--- config.mk ---
export PLATFORM = sky130hd
export DESIGN_NAME = jtdsp16_sio_rx
export DESIGN_NICKNAME = d
export VERILOG_FILES = /design/src/rtl/jtdsp16_pkg.sv /design/src/rtl/jtdsp16_sync.sv /design/src/rtl/jtdsp16_sio_rx.sv
export SDC_FILE = /design/constraint.sdc
export NUM_CORES = 1
export LEC_CHECK = 0
export CAP_MARGIN = 40
export CELL_PAD_IN_SITES_DETAIL_PLACEMENT = 0
export CELL_PAD_IN_SITES_GLOBAL_PLACEMENT = 1
export CORE_ASPECT_RATIO = 1.25
export CORE_MARGIN = 5
export CORE_UTILIZATION = 46
export DETAILED_ROUTE_END_ITERATION = 10
export PLACE_DENSITY_LB_ADDON = 0.1
export SLEW_MARGIN = 20
export SYNTH_ARGS = -nofsm -noshare
export SYNTH_HDL_FRONTEND = slang
export SYNTH_SLANG_ARGS = --single-unit
--- constraint.sdc ---
create_clock -name clk -period 2 [get_ports clk]
set_input_delay 0.2 -clock clk [delete_from_list [all_inputs] [get_ports clk]]
set_output_delay 0.2 -clock clk [all_outputs]
set_load 0.05 [all_outputs]
--- src/rtl/jtdsp16_pkg.sv ---
// Shared types and constants for the JTDSP16 serial input port.
package jtdsp16_pkg;

  typedef enum logic {
    ST_IDLE  = 1'b0,
    ST_SHIFT = 1'b1
  } sio_state_t;

  localparam int WLEN16 = 16;
  localparam int WLEN8  = 8;

  localparam logic [3:0] LAST16 = 4'(WLEN16 - 1);
  localparam logic [3:0] LAST8  = 4'(WLEN8 - 1);

  // MSB-first enters at bit 0 and moves up; LSB-first enters at bit 15 and moves down.
  function automatic logic [15:0] shift_in(input logic [15:0] sr, input logic b,
                                           input logic msb);
    return msb ? {sr[14:0], b} : {b, sr[15:1]};
  endfunction

endpackage

--- src/rtl/jtdsp16_sync.sv ---
// Input synchroniser: two flops when JTDSP16_SIO_RX_SYNC_EN is defined,
// otherwise a single register for inputs already in the clk domain.
module jtdsp16_sync #(
  parameter int W = 1
) (
  input  logic         clk,
  input  logic         rst_n,
  input  logic [W-1:0] d,
  output logic [W-1:0] q
);

  logic [W-1:0] s1_q, s1_d;

  always_comb s1_d = d;

  always_ff @(posedge clk or negedge rst_n) begin
    if (!rst_n) s1_q <= '0;
    else        s1_q <= s1_d;
  end

`ifdef JTDSP16_SIO_RX_SYNC_EN
  logic [W-1:0] s2_q, s2_d;

  always_comb s2_d = s1_q;

  always_ff @(posedge clk or negedge rst_n) begin
    if (!rst_n) s2_q <= '0;
    else        s2_q <= s2_d;
  end

  assign q = s2_q;
`else
  assign q = s1_q;
`endif

endmodule

--- src/rtl/jtdsp16_sio_rx.sv ---
// JTDSP16 serial input receiver: ick/ild/di framing into the sdx buffer with ibf/ovr.
// Synchroniser depth selected by JTDSP16_SIO_RX_SYNC_EN.
module jtdsp16_sio_rx
  import jtdsp16_pkg::*;
(
  input  logic        clk,
  input  logic        rst_n,
  input  logic        cen,
  input  logic        di,
  input  logic        ick,
  input  logic        ild,
  input  logic        ilen,
  input  logic        msb_first,
  input  logic        sdx_rd,
  output logic [15:0] sdx_in,
  output logic        ibf,
  output logic        ovr,
  output logic        dbg_shift
);

  logic [2:0] sync_q;
  logic       ick_s, ild_s, di_s;

  jtdsp16_sync #(.W(3)) u_sync (
    .clk   (clk),
    .rst_n (rst_n),
    .d     ({ick, ild, di}),
    .q     (sync_q)
  );

  assign {ick_s, ild_s, di_s} = sync_q;

  sio_state_t  state_q, state_d;
  logic [3:0]  cnt_q, cnt_d;
  logic [15:0] sr_q, sr_d;
  logic        len8_q, len8_d;
  logic        msb_q, msb_d;
  logic        done_q, done_d;
  logic        ick_last_q, ick_last_d;
  logic        rd_pend_q, rd_pend_d;
  logic [15:0] sdx_q, sdx_d;
  logic        ibf_q, ibf_d;
  logic        ovr_q, ovr_d;

  logic        rise;
  logic [3:0]  last_bit;
  logic [15:0] word;

  assign rise     = cen & ick_s & ~ick_last_q;
  assign last_bit = len8_q ? LAST8 : LAST16;
  // An 8-bit LSB-first word ends up in the upper byte of the shifter.
  assign word     = !len8_q ? sr_q : (msb_q ? {8'h00, sr_q[7:0]} : {8'h00, sr_q[15:8]});

  always_comb begin
    state_d    = state_q;
    cnt_d      = cnt_q;
    sr_d       = sr_q;
    len8_d     = len8_q;
    msb_d      = msb_q;
    done_d     = done_q;
    ick_last_d = ick_last_q;
    rd_pend_d  = rd_pend_q | sdx_rd;
    sdx_d      = sdx_q;
    ibf_d      = ibf_q;
    ovr_d      = ovr_q;

    if (cen) begin
      ick_last_d = ick_s;
      done_d     = 1'b0;
    end

    if (rise) begin
      if (ild_s) begin
        len8_d  = ilen;
        msb_d   = msb_first;
        sr_d    = shift_in(16'h0000, di_s, msb_first);
        cnt_d   = 4'd1;
        state_d = ST_SHIFT;
      end else if (state_q == ST_SHIFT) begin
        sr_d = shift_in(sr_q, di_s, msb_q);
        if (cnt_q == last_bit) begin
          cnt_d   = 4'd0;
          state_d = ST_IDLE;
          done_d  = 1'b1;
        end else begin
          cnt_d = cnt_q + 4'd1;
        end
      end
    end

    // A read pending or arriving in the completion cycle is absorbed by the new word.
    if (cen) begin
      if (done_q) begin
        sdx_d     = word;
        ibf_d     = 1'b1;
        rd_pend_d = 1'b0;
        if (!(rd_pend_q | sdx_rd) && ibf_q) ovr_d = 1'b1;
      end else if (rd_pend_q) begin
        ibf_d     = 1'b0;
        ovr_d     = 1'b0;
        rd_pend_d = sdx_rd;
      end
    end
  end

  always_ff @(posedge clk or negedge rst_n) begin
    if (!rst_n) begin
      state_q    <= ST_IDLE;
      cnt_q      <= 4'd0;
      sr_q       <= 16'h0000;
      len8_q     <= 1'b0;
      msb_q      <= 1'b0;
      done_q     <= 1'b0;
      ick_last_q <= 1'b0;
      rd_pend_q  <= 1'b0;
      sdx_q      <= 16'h0000;
      ibf_q      <= 1'b0;
      ovr_q      <= 1'b0;
    end else begin
      state_q    <= state_d;
      cnt_q      <= cnt_d;
      sr_q       <= sr_d;
      len8_q     <= len8_d;
      msb_q      <= msb_d;
      done_q     <= done_d;
      ick_last_q <= ick_last_d;
      rd_pend_q  <= rd_pend_d;
      sdx_q      <= sdx_d;
      ibf_q      <= ibf_d;
      ovr_q      <= ovr_d;
    end
  end

  assign sdx_in    = sdx_q;
  assign ibf       = ibf_q;
  assign ovr       = ovr_q;
  assign dbg_shift = (state_q == ST_SHIFT);

endmodule

==> flow_summary.ini <==
[timing]
maxClockFrequency_ghz = 0.5574
setup_tns_ns = 0
worst_slack_ns = 0.2059
fin_crit_ns = 1.794
maxSlewViolCount = 0
whs_ns = 0.3309
rsz0062_at_grt = false
tightest_slew_ns = 0.5009
finalSetupViolCount = 0
relSlewSlack_pct = 66.50
finClkSkew_ns = 0.003989
finalCritPeriodShare_pct = 89.70
hold_viol = 0

[synth]
syn_avg_cell_area_um2 = 10.90
async_flop_share_pct = 100.0
ys_ff_latch = 47
synth_edf_count = 0
yosys.area.top_type = dfrtp_1
synth_most_common_cell = dfrtp_1
syn_inst = 198
yosysUniqueCellTypes = 35
yosys-top-cells-count = dfrtp_1 (47), nand2_1 (40), mux2i_1 (24), o21ai_0 (24), nand2b_1 (9)
synth_top_area_share_pct = 54.49
synth-seq-area-share_pct = 54.49
synth-main-ff-cell = dfrtp_1
synthesis.area_um2 = 2158
yosysWarnings = 0
synth_area_leaders = dfrtp_1 (54%), mux2i_1 (11%), nand2_1 (7.0%), o21ai_0 (5.6%), o21ai_2 (3.2%)
synth_nets = 208

[worst_setup_path]
path_max_fanout = 5
cp_slowest_cell = clkdlybuf4s50_1
cp-end-kind = output port
crit_family = buffers and inverters
worst_ep_arrival_time_ns = 1.59
path_cells = clkdlybuf4s50_1
crit_type = reg -> out
startpoint_type = register
path_buf_inv = 1
critPathMaxStageDelay_ns = 0.84
r2r_slack_ns = 0.61
required_ns = 1.80

[global_route]
grtUsageMet2_pct = 22.32
grt_pass1_wl_um = 6775
grt_overflow = 0
grt-busiest-layer = met2
gr-usage-met3_pct = 3.596
grt_pass1_vias = 1385
met1_usage_pct = 18.62
grt_usage_pct = 14.02
antenna_found_initial = 0
grt_max_degree = 34

[finish]
drive_above_1_share_pct = 12.28
finish.net_count = 237
num_antenna_cells = 0
area_growth_pct = 20.46
fill_cells = 370
final_core_util_pct = 57.87

[floorplan]
coreArea_um2 = 4493
die_w_um = 71.27
die_y_um = 86.59
start_util_pct = 48.04
die_area_um2 = 6170
io_pins = 28
rows = 27

[detailed_routing]
wirelength_um = 4086
drcViolationCount = 0
post_drt_wl_per_cell_um = 14.29
drtPass1Iterations = 4
ant_nets = 0
via_count = 1464
via_per_inst = 5.119
drt_iter0_markers = 64

[placed_design]
port_buffers = 27
dp_slack_ns = 0.3821
place_hpwl_um = 2928
routabilityCongestion = 0.8016

[cts]
cts-root-buf = clkbuf_8
insertion_delay_ns = 0.30
numCtsBuffers = 5
post-cts-setup-buffer-count = 0
clock_sinks = 47
htreeDepth = 2
clk_pin_slew_ns = 0.08
cts_buffer_depth = 2
cts_tree = built

[hold_path]
worstHoldPathType = in -> reg

[pwr]
p_per_area_nw_per_um2 = 867.5
total_power_mw = 2.256
peakVddDrop_mv = 0.4472
leakagePower_nw = 1.151

[job]
max-cap-violations = 0

[outcome]
status = completed
[kinds of logic after synthesis]
family | Yosys count | share of synthesized area (%)
simple gates | 59 | 13.39
compound gates | 48 | 13.80
flops | 47 | 54.49
mux | 27 | 12.70
buf+inv | 14 | 4.231
xor+xnor | 2 | 0.8117
fa+ha+maj | 1 | 0.5796
[through the flow]
step	std cells	instance area [um^2]
after floorplan	198	2158
after global placement	277	2454
after detailed placement	277	2454
after CTS	286	2600
after global routing	286	2600
final	286	2600
[cells in the final DEF (no fill, tap or decap), drive strengths merged]
master,count
a211oi,1
a21o,1
a21oi,2
a22o,1
a31oi,2
a32o,1
and3,1
and3b,1
buf,6
bufinv,2
clkbuf,5
clkdlybuf4s50,26
clkinvlp,1
dfrtp,47
dlygate4sd3,1
ha,1
inv,3
mux2,3
mux2i,24
nand2,40
nand2b,9
nand3,2
nand3b,2
nor2,2
nor2b,1
nor3b,1
o21ai,36
o21bai,1
o22a,1
o22ai,1
o2bb2ai,1
xnor2,1
xor2,1
[layer usage]
| metal | share of wire [%] | up-vias |
|---|---|---|
| met1 | 47 | 698 |
| met4 | 1.2 | 0 |
| met2 | 48 | 26 |
| met5 | 0 | - |
| met3 | 4.4 | 6 |
| li1 | - | 734 |
[sequential cells by signal, indices dropped and copies added (netlist names)]
| signal | flops |
|---|---|
| sdx_in | 16 |
| sr_q | 16 |
| cnt_q | 4 |
| u_sync.q | 3 |
| dbg_shift | 1 |
| done_q | 1 |
| ibf | 1 |
| ick_last_q | 1 |
| len8_q | 1 |
| msb_q | 1 |
| ovr | 1 |
| rd_pend_q | 1 |
[what timing repair did]
| action | in CTS | in global routing |
|---|---|---|
| gates resized for setup | 0 | 0 |
| setup endpoints to repair | 0 | 0 |
| hold endpoints to repair | 17 | 0 |
| hold buffers | 1 | 0 |
[path summary, 6_finish.rpt]
| path | start | end | depth (start not counted) |
|---|---|---|---|
| setup / recovery | dbg_shift | dbg_shift | 1 |
| hold / removal | ick | u_sync.q[2] | 1 |
| setup reg to reg | len8_q | sdx_in[2] | 3 |
| hold reg to reg | sdx_in[2] | sdx_in[2] | 2 |
| max in group asynchronous | rst_n | sr_q[1] | 3 |
| min in group asynchronous | rst_n | sdx_in[15] | 2 |
[layout make-up]
cell class                      instances  area, um^2  area share, %
Tap cell                               58       72.57          2.791
Sequential cell                        47        1176          45.24
Multi-Input combinational cell        137       890.9          34.26
Clock buffer                            5       68.82          2.647
Clock inverter                          3       67.56          2.599
Timing Repair Buffer                   33       312.8          12.03
Inverter                                3       11.26         0.4331
[power breakdown]
group | internal (mW) | switching (mW)
clock network | 0.498 | 0.325
logic | 0.168 | 0.170
registers | 1.01 | 0.0836
Note: power is estimated with default switching activity, not from simulation.
